`src/rtl/mem_arb_pkg.sv`:
```
// rtl/mem_arb_pkg.sv - shared types and constants for the mem_arb block
// Purpose: FSM state encoding, requester owner encoding and counter width
// used by mem_arb and mem_arb_pick.
package mem_arb_pkg;

  typedef enum logic [1:0] {
    IDLE   = 2'd0,
    ACCESS = 2'd1,
    RESP   = 2'd2
  } state_e;

  localparam logic OWN_IF = 1'b0;
  localparam logic OWN_D  = 1'b1;

  localparam int CNT_W = 4;

endpackage

```
`src/rtl/mem_arb_pick.sv`:
```
// rtl/mem_arb_pick.sv - picks which requester wins the shared memory port
// Purpose: combinational arbitration decision between fetch and data.
// Config macro: MEM_ARB_RR_EN selects alternating priority on a tie;
// otherwise data always wins a tie.
// Ports:
//   if_req     in  fetch request
//   d_req      in  data request
//   last_owner in  most recent owner (OWN_IF / OWN_D)
//   winner     out selected owner; only meaningful when a request is high
module mem_arb_pick
  import mem_arb_pkg::*;
(
  input  logic if_req,
  input  logic d_req,
  input  logic last_owner,
  output logic winner
);

`ifdef MEM_ARB_RR_EN
  always_comb begin
    winner = OWN_D;
    if (if_req && d_req) begin
      // Tie goes to whoever did not own the port last time.
      winner = (last_owner == OWN_D) ? OWN_IF : OWN_D;
    end else if (if_req) begin
      winner = OWN_IF;
    end
  end
`else
  logic unused_last_owner;
  assign unused_last_owner = last_owner;

  always_comb begin
    winner = (if_req && !d_req) ? OWN_IF : OWN_D;
  end
`endif

endmodule

```
`src/rtl/mem_arb.sv`:
```
// rtl/mem_arb.sv - two-requester arbiter for a single fixed-latency memory port
// Purpose: serialises fetch and data accesses onto one memory port using an
// IDLE -> ACCESS (MEM_LAT cycles) -> RESP FSM with registered outputs.
// Config macro: MEM_ARB_RR_EN enables alternating tie-break with a last-owner
// pointer; default build is fixed data priority.
// Ports:
//   clk, rst_n                      clock, synchronous active-high reset
//   if_req/if_addr                  fetch request
//   if_gnt/if_rvalid/if_rdata       fetch grant, response strobe, read data
//   d_req/d_we/d_addr/d_wdata       data load/store request
//   d_gnt/d_done/d_rdata            data grant, completion strobe, load data
//   mem_en/mem_we/mem_addr/
//   mem_wdata/mem_rdata             shared memory port
//   busy                            FSM not in IDLE
module mem_arb
  import mem_arb_pkg::*;
#(
  parameter int ADDR_W  = 64,
  parameter int DATA_W  = 64,
  parameter int MEM_LAT = 2
) (
  input  logic              clk,
  input  logic              rst_n,
  input  logic              if_req,
  input  logic [ADDR_W-1:0] if_addr,
  output logic              if_gnt,
  output logic              if_rvalid,
  output logic [DATA_W-1:0] if_rdata,
  input  logic              d_req,
  input  logic              d_we,
  input  logic [ADDR_W-1:0] d_addr,
  input  logic [DATA_W-1:0] d_wdata,
  output logic              d_gnt,
  output logic              d_done,
  output logic [DATA_W-1:0] d_rdata,
  output logic              mem_en,
  output logic              mem_we,
  output logic [ADDR_W-1:0] mem_addr,
  output logic [DATA_W-1:0] mem_wdata,
  input  logic [DATA_W-1:0] mem_rdata,
  output logic              busy
);

  localparam logic [CNT_W-1:0] CNT_INIT = CNT_W'(MEM_LAT - 1);

  state_e            state_q, state_d;
  logic [CNT_W-1:0]  cnt_q, cnt_d;
  logic              owner_q, owner_d;
  logic [ADDR_W-1:0] addr_q, addr_d;
  logic [DATA_W-1:0] wdata_q, wdata_d;
  logic [DATA_W-1:0] rdata_q, rdata_d;
  logic              mem_en_q, mem_en_d;
  logic              mem_we_q, mem_we_d;
  logic              if_gnt_q, if_gnt_d;
  logic              d_gnt_q, d_gnt_d;
  logic              if_rvalid_q, if_rvalid_d;
  logic              d_done_q, d_done_d;
  logic              busy_q, busy_d;
  logic              last_owner;
  logic              winner;

`ifdef MEM_ARB_RR_EN
  logic last_q, last_d;
  assign last_owner = last_q;
`else
  assign last_owner = OWN_D;
`endif

  mem_arb_pick u_pick (
    .if_req     (if_req),
    .d_req      (d_req),
    .last_owner (last_owner),
    .winner     (winner)
  );

  always_comb begin
    state_d     = state_q;
    cnt_d       = cnt_q;
    owner_d     = owner_q;
    addr_d      = addr_q;
    wdata_d     = wdata_q;
    rdata_d     = rdata_q;
    mem_en_d    = mem_en_q;
    mem_we_d    = mem_we_q;
    if_gnt_d    = 1'b0;
    d_gnt_d     = 1'b0;
    if_rvalid_d = 1'b0;
    d_done_d    = 1'b0;
`ifdef MEM_ARB_RR_EN
    last_d      = last_q;
`endif
    case (state_q)
      IDLE: begin
        if (if_req || d_req) begin
          state_d  = ACCESS;
          cnt_d    = CNT_INIT;
          owner_d  = winner;
          mem_en_d = 1'b1;
`ifdef MEM_ARB_RR_EN
          last_d   = winner;
`endif
          if (winner == OWN_D) begin
            addr_d   = d_addr;
            wdata_d  = d_wdata;
            mem_we_d = d_we;
            d_gnt_d  = 1'b1;
          end else begin
            addr_d   = if_addr;
            mem_we_d = 1'b0;
            if_gnt_d = 1'b1;
          end
        end
      end
      ACCESS: begin
        if (cnt_q != '0) begin
          cnt_d = cnt_q - 1'b1;
        end else begin
          // mem_we_q still holds the access type here; stores keep rdata.
          if (!mem_we_q) begin
            rdata_d = mem_rdata;
          end
          state_d  = RESP;
          mem_en_d = 1'b0;
          mem_we_d = 1'b0;
          if (owner_q == OWN_D) begin
            d_done_d = 1'b1;
          end else begin
            if_rvalid_d = 1'b1;
          end
        end
      end
      RESP: begin
        state_d = IDLE;
      end
      default: begin
        state_d  = IDLE;
        mem_en_d = 1'b0;
        mem_we_d = 1'b0;
      end
    endcase
    busy_d = (state_d != IDLE);
  end

  always_ff @(posedge clk) begin
    if (rst_n) begin
      state_q     <= IDLE;
      cnt_q       <= '0;
      owner_q     <= OWN_IF;
      addr_q      <= '0;
      wdata_q     <= '0;
      rdata_q     <= '0;
      mem_en_q    <= 1'b0;
      mem_we_q    <= 1'b0;
      if_gnt_q    <= 1'b0;
      d_gnt_q     <= 1'b0;
      if_rvalid_q <= 1'b0;
      d_done_q    <= 1'b0;
      busy_q      <= 1'b0;
`ifdef MEM_ARB_RR_EN
      // Pretending fetch owned last makes data win the first tie.
      last_q      <= OWN_IF;
`endif
    end else begin
      state_q     <= state_d;
      cnt_q       <= cnt_d;
      owner_q     <= owner_d;
      addr_q      <= addr_d;
      wdata_q     <= wdata_d;
      rdata_q     <= rdata_d;
      mem_en_q    <= mem_en_d;
      mem_we_q    <= mem_we_d;
      if_gnt_q    <= if_gnt_d;
      d_gnt_q     <= d_gnt_d;
      if_rvalid_q <= if_rvalid_d;
      d_done_q    <= d_done_d;
      busy_q      <= busy_d;
`ifdef MEM_ARB_RR_EN
      last_q      <= last_d;
`endif
    end
  end

  assign if_gnt    = if_gnt_q;
  assign if_rvalid = if_rvalid_q;
  assign if_rdata  = rdata_q;
  assign d_gnt     = d_gnt_q;
  assign d_done    = d_done_q;
  assign d_rdata   = rdata_q;
  assign mem_en    = mem_en_q;
  assign mem_we    = mem_we_q;
  assign mem_addr  = addr_q;
  assign mem_wdata = wdata_q;
  assign busy      = busy_q;

endmodule

```
`config.mk`:
```
export PLATFORM = sky130hd
export DESIGN_NAME = mem_arb
export DESIGN_NICKNAME = d
export VERILOG_FILES = /design/src/rtl/mem_arb_pkg.sv /design/src/rtl/mem_arb_pick.sv /design/src/rtl/mem_arb.sv
export SDC_FILE = /design/constraint.sdc
export NUM_CORES = 1
export LEC_CHECK = 0
export BUFFER_PORTS_ARGS = -buffer_cell sky130_fd_sc_hd__buf_2
export CORE_AREA = 2 2 204 206
export CTS_CLUSTER_DIAMETER = 120
export DETAILED_ROUTE_END_ITERATION = 8
export DIE_AREA = 0 0 206 208
export GPL_TIMING_DRIVEN = 0
export SYNTH_ARGS = -nofsm -noshare
export SYNTH_HDL_FRONTEND = slang
export SYNTH_SLANG_ARGS = --single-unit
```
`constraint.sdc`:
```
create_clock -name clk -period 2.1 [get_ports clk]
set_input_delay 0.21 -clock clk [delete_from_list [all_inputs] [get_ports clk]]
set_output_delay 0.21 -clock clk [all_outputs]
set_load 0.02 [all_outputs]
```
Word level (Yosys, flattened, before mapping):

Index checks and enable logic that the tools add are counted.

* register bits after elaboration: 206
* input port bits: 261
* output and inout bits: 263
* logic and storage cells: 57

* $add $sub $neg: 1
* equal/unequal tests: 5
* muxes and demuxes: 17
* bitwise gates (word level): 7
* reduce and logical (&&, ||, !) cells: 14

Operators by type and width (count)
* 64-bit 2-to-1 mux: 1
* 3-bit AND reduction: 4
* 1-bit 2-to-1 mux: 8
* 4-bit 2-to-1 mux: 2
* 4-bit case mux with 2 select lines: 1
* 1-bit NOT: 7
* 2-bit != test (second input constant): 3
* 1-bit case mux with 3 select lines: 2
* 3-bit OR reduction: 2
* 2-bit 2-to-1 mux: 2
* 2-bit case mux with 2 select lines: 1
* 2-bit nonzero test: 2
* 4-bit nonzero test: 1
* 4-bit by 1-bit subtractor with 4-bit output (second input constant): 1
* 2-bit by 1-bit == test with 1-bit output (second input constant): 1
* 2-bit == test (second input constant): 1
* 2-bit logical NOT: 1
* 2-bit AND reduction: 1
* 1-bit logical AND: 1
* 1-bit logical NOT: 1
* 1-bit logical OR: 1

Depth between registers and ports, before layout:

* word-level depth: 5
* gate-level depth with buffers: 8
* gate-level depth less buffers: 5

Cells and area by module:

A second synthesis with hierarchy kept.

* cells, all modules: 1026
* area, all modules: 9302.7 µm²

By module, submodules not included
* mem_arb: instances 1, cells each 1025, area each 9296.4 µm², seq. area each 4124.0 µm²
* mem_arb_pick: instances 1, cells each 1, area each 6.3 µm², seq. area each 0.0 µm²

Least setup slack after synthesis:

Ideal clock, no wire load.

* kind: flip-flop to flip-flop
* start point: reg cnt_q[0]
* end point: reg rdata_q[10], in the netlist d_rdata[10]
* setup time: 0.072 ns
* arrival time: 1.699 ns
* required time: 2.028 ns
* setup slack: 0.329 ns
* cell stages (with the launch flop): 9
* buffers on the path: 3
* period minus slack after synthesis: 1.771 ns
* cells stage by stage: dfxtp_1 inv_1 ha_1 or3b_1 buf_6 nor3_4 buf_12 buf_12 mux2i_1

* cells in the longest elaborated chain, start to end: 3

RTL lines
* start: declaration: RTL line mem_arb.sv:47 `logic [CNT_W-1:0] cnt_q, cnt_d;`
* start signal: assignment: RTL line mem_arb.sv:165 `cnt_q <= cnt_d;`
* 4-bit nonzero test: RTL line mem_arb.sv:115 `if (cnt_q != '0) begin`
* 1-bit NOT (no source line)
* 3-bit AND reduction (no source line)
* end signal: assignment: RTL line mem_arb.sv:169 `rdata_q <= rdata_d;`
* end: declaration: RTL line mem_arb.sv:51 `logic [DATA_W-1:0] rdata_q, rdata_d;`

Every way passes these cells.
A chain may end at the register's enable or synchronous reset.

Final worst setup path:

* start point: reg cnt_q[0]
* end point: reg rdata_q[17], in the netlist d_rdata[17]

The elaborated chain is that of the path after synthesis.

==> impl_metrics.toml <==
[worst_setup_path]
crit_top_cell = "buf_12"
crit_required_ns = 2.54
worst-path-stages = 8
cpMaxStageDelayCell = "or3b_4"
ff2ff_path_depth = 8
cp_max_fo = 9
cpPeakStageDelay_ns = 0.45
crit_arrival_ns = 2.46
critical_path.cell_chain = "inv_2, ha_2, or3b_4, nor3_4, buf_12, buf_12, clkbuf_16, mux2i_1"
endpoint_kind = "flop"
cp_num_buf_inv = 4
critical_path.top_delay_family = "simple AND/OR/NAND/NOR gates"
path_class = "flop to flop"
cp-start-kind = "flop"

[routing]
wl_microns = 34400
met2WireLength_microns = 17300
vias = 9486
wl_per_cell_microns = 15.3
drc = 0
wl_met1_microns = 13600
first_iter_violations = 420
top_layer_used = "met4"
wl_met3_microns = 2230
ant_nets = 0
via_per_inst = 4.21
dr.pass1.iters = 5

[timing]
finalHoldViolCount = 0
skew_ns = 0.0197
fmax_mhz = 496
fin_hold_ws_ns = 0.0344
setup_violations = 0
fin_crit_ns = 2.02
timing.final.crit_share_pct = 96.1
tightest_slew_ns = 0.734
drv_slew = 0
slew_headroom_pct = 51.0

[placed_design]
port_buffers = 523
place_hpwl_microns = 23500
gp_congestion = 0.911

[clock_network]
cts_buffers = 24
clk_latency_ns = 0.53
clockBufferDepth = 3
clkSinkCount = 206
tritoncts = "yes"
clkSlewWorstSetupHoldPaths_ns = 0.06
cts_max_level = 1
clockRootBuffer = "clkbuf_16"

[synthesis]
ys_seq_area_share_pct = 48.7
syn_area_sq_um = 8470
postSynthCellCount = 897
synth_edf_count = 0
ys_warn_count = 0
synth_cell_type_count = 37
syn_nets = 1160
synth-seq-cells = 206
avgSynthCellArea_sq_um = 9.45
synthFlopType = "dfxtp_1"
async_reset_ff_share_pct = 0

[layout]
fin_util_pct = 37.5
n_fill_cell = 3958
ff_latch_area_sq_um = 4130
diodes = 0
drive_gt1_share_pct = 39.3
final_common_cell = "buf_2"
mostFrequentLayoutCells = "buf_2, nand2_1, dlygate4sd3_1"
final_nets = 1968
area_growth_pct = 79.6
multi_input_area_sq_um = 3440

[hold_path]
holdPathStages = 3
hp-class = "primary input to flop"

[power]
p_clk_share_pct = 34.9
switching_share_pct = 30.3
leakagePower_nw = 7.26
p_sw_w = 0.00358
pwr-share-seq_pct = 38.4
cellPowerDensity_nw_per_um2 = 775
ir_drop_v = 0.000461
comb_power_share_pct = 26.7
internal_power_w = 0.00822

[floorplanning]
core_area_sq_um = 40600
pin_count = 524
start_util_pct = 20.9
die_x_microns = 206
rows = 74
die_height_microns = 208
fp.dieArea_sq_um = 42800

[global_routing]
antenna_found_initial = 0
grt_usage_pct = 14.8
grt_max_degree = 13
grt_pass1_vias = 9600
grt_overflow = 0
grt_pass1_wl_microns = 50800

[run_status]
status = "finished, final reports clean"

[flow_run]
maxCapViolCount = 0
[metrics by stage]
stage	setup TNS [ns]	cells	power [W]	instance area [sq um]	worst slack, ns
finish	0	2252	0.0118	15200	0.0820
global route	-0.00423	2252	0.0123	15200	-0.00423
CTS	0	2247	0.0118	15100	0.00396
detailed placement	-0.0161	1952	0.00721	11800	-0.0161
global placement	0	1952	0.00717	11800	0.0779
floorplan	0	897	0.00618	8470	0.329
[sequential cells by signal, indices dropped and copies added, names as in the netlist]
name / cells
d_done: 1
cnt_q: 4
mem_wdata: 64
busy: 1
owner_q: 1
mem_we: 1
if_gnt: 1
state_q: 2
if_rvalid: 1
mem_addr: 64
d_rdata: 64
mem_en: 1
d_gnt: 1
[layer usage]
metal	vias to the layer above	global-route usage (%)
met5	-	0
met4	0	6.55
li1	4582	-
met3	84	2.68
met1	4419	16.6
met2	401	26.8
[worst paths after layout]
check | slack [ns] | to | from
hold / removal | 0.03 | mem_addr[22] | if_addr[22]
setup / recovery | 0.08 | d_rdata[17] | cnt_q[0]
hold reg to reg | 0.45 | mem_wdata[28] | mem_wdata[28]
setup reg to reg | 0.08 | d_rdata[17] | cnt_q[0]
[Yosys cell counts (3+ instances only)]
| library cell | n | area, sq um |
|---|---|---|
| nand2_1 | 258 | 968 |
| dfxtp_1 | 206 | 4120 |
| mux2i_1 | 128 | 1280 |
| a21oi_1 | 68 | 340 |
| buf_4 | 66 | 495 |
| o2bb2ai_1 | 64 | 561 |
| buf_2 | 27 | 135 |
| clkbuf_1 | 16 | 60.1 |
| buf_1 | 9 | 33.8 |
| buf_12 | 7 | 140 |
| nor2_1 | 5 | 18.8 |
| dlygate4sd1_1 | 4 | 35.0 |
| inv_1 | 4 | 15.0 |
| nor2b_1 | 4 | 25.0 |
| nor3_1 | 3 | 15.0 |
[layout make-up]
type / instances / share of cell area [%]
timing repair buffer: 783 / 34.8
multi-input combinational: 557 / 22.6
buffer: 129 / 5.92
clock buffer: 35 / 4.42
sequential: 206 / 27.1
inverter: 4 / 0.0987
tap: 532 / 4.37
clock inverter: 6 / 0.641
[cell families after synthesis]
group                      Yosys count  share of synthesized area [%]
AOI/OAI and AO/OA                  143                           11.6
adders and majority gates            2                          0.295
buffers and inverters              134                           10.9
DFF                                206                           48.7
muxes                              128                           15.1
and+or+nand+nor                    284                           13.4
[power groups by stage]
stage	Clock [W]	Sequential, W	Combinational (W)
2_1_floorplan	0	0.00499	0.00119
3_3_place_gp	0	0.00458	0.00259
3_5_place_dp	0	0.00459	0.00262
4_1_cts	0.00425	0.00452	0.00304
5_1_grt	0.00437	0.00457	0.00338
6_report	0.00412	0.00453	0.00315
[timing repair]
action | in CTS | in global routing
cloned | 0 | 5
hold endpoints to repair | 193 | 0
pin swaps | 1 | 1
gates resized for setup | 2 | 8
setup buffers | 2 | 1
hold buffers | 252 | 0
setup endpoints to repair | 1 | 61
[worst min-delay path, cell delays in order]
cell       delay, ns
buf_2           0.10
mux2i_1         0.08
o2bb2ai_1       0.13
No activity file was read; power rests on OpenSTA's default activity.
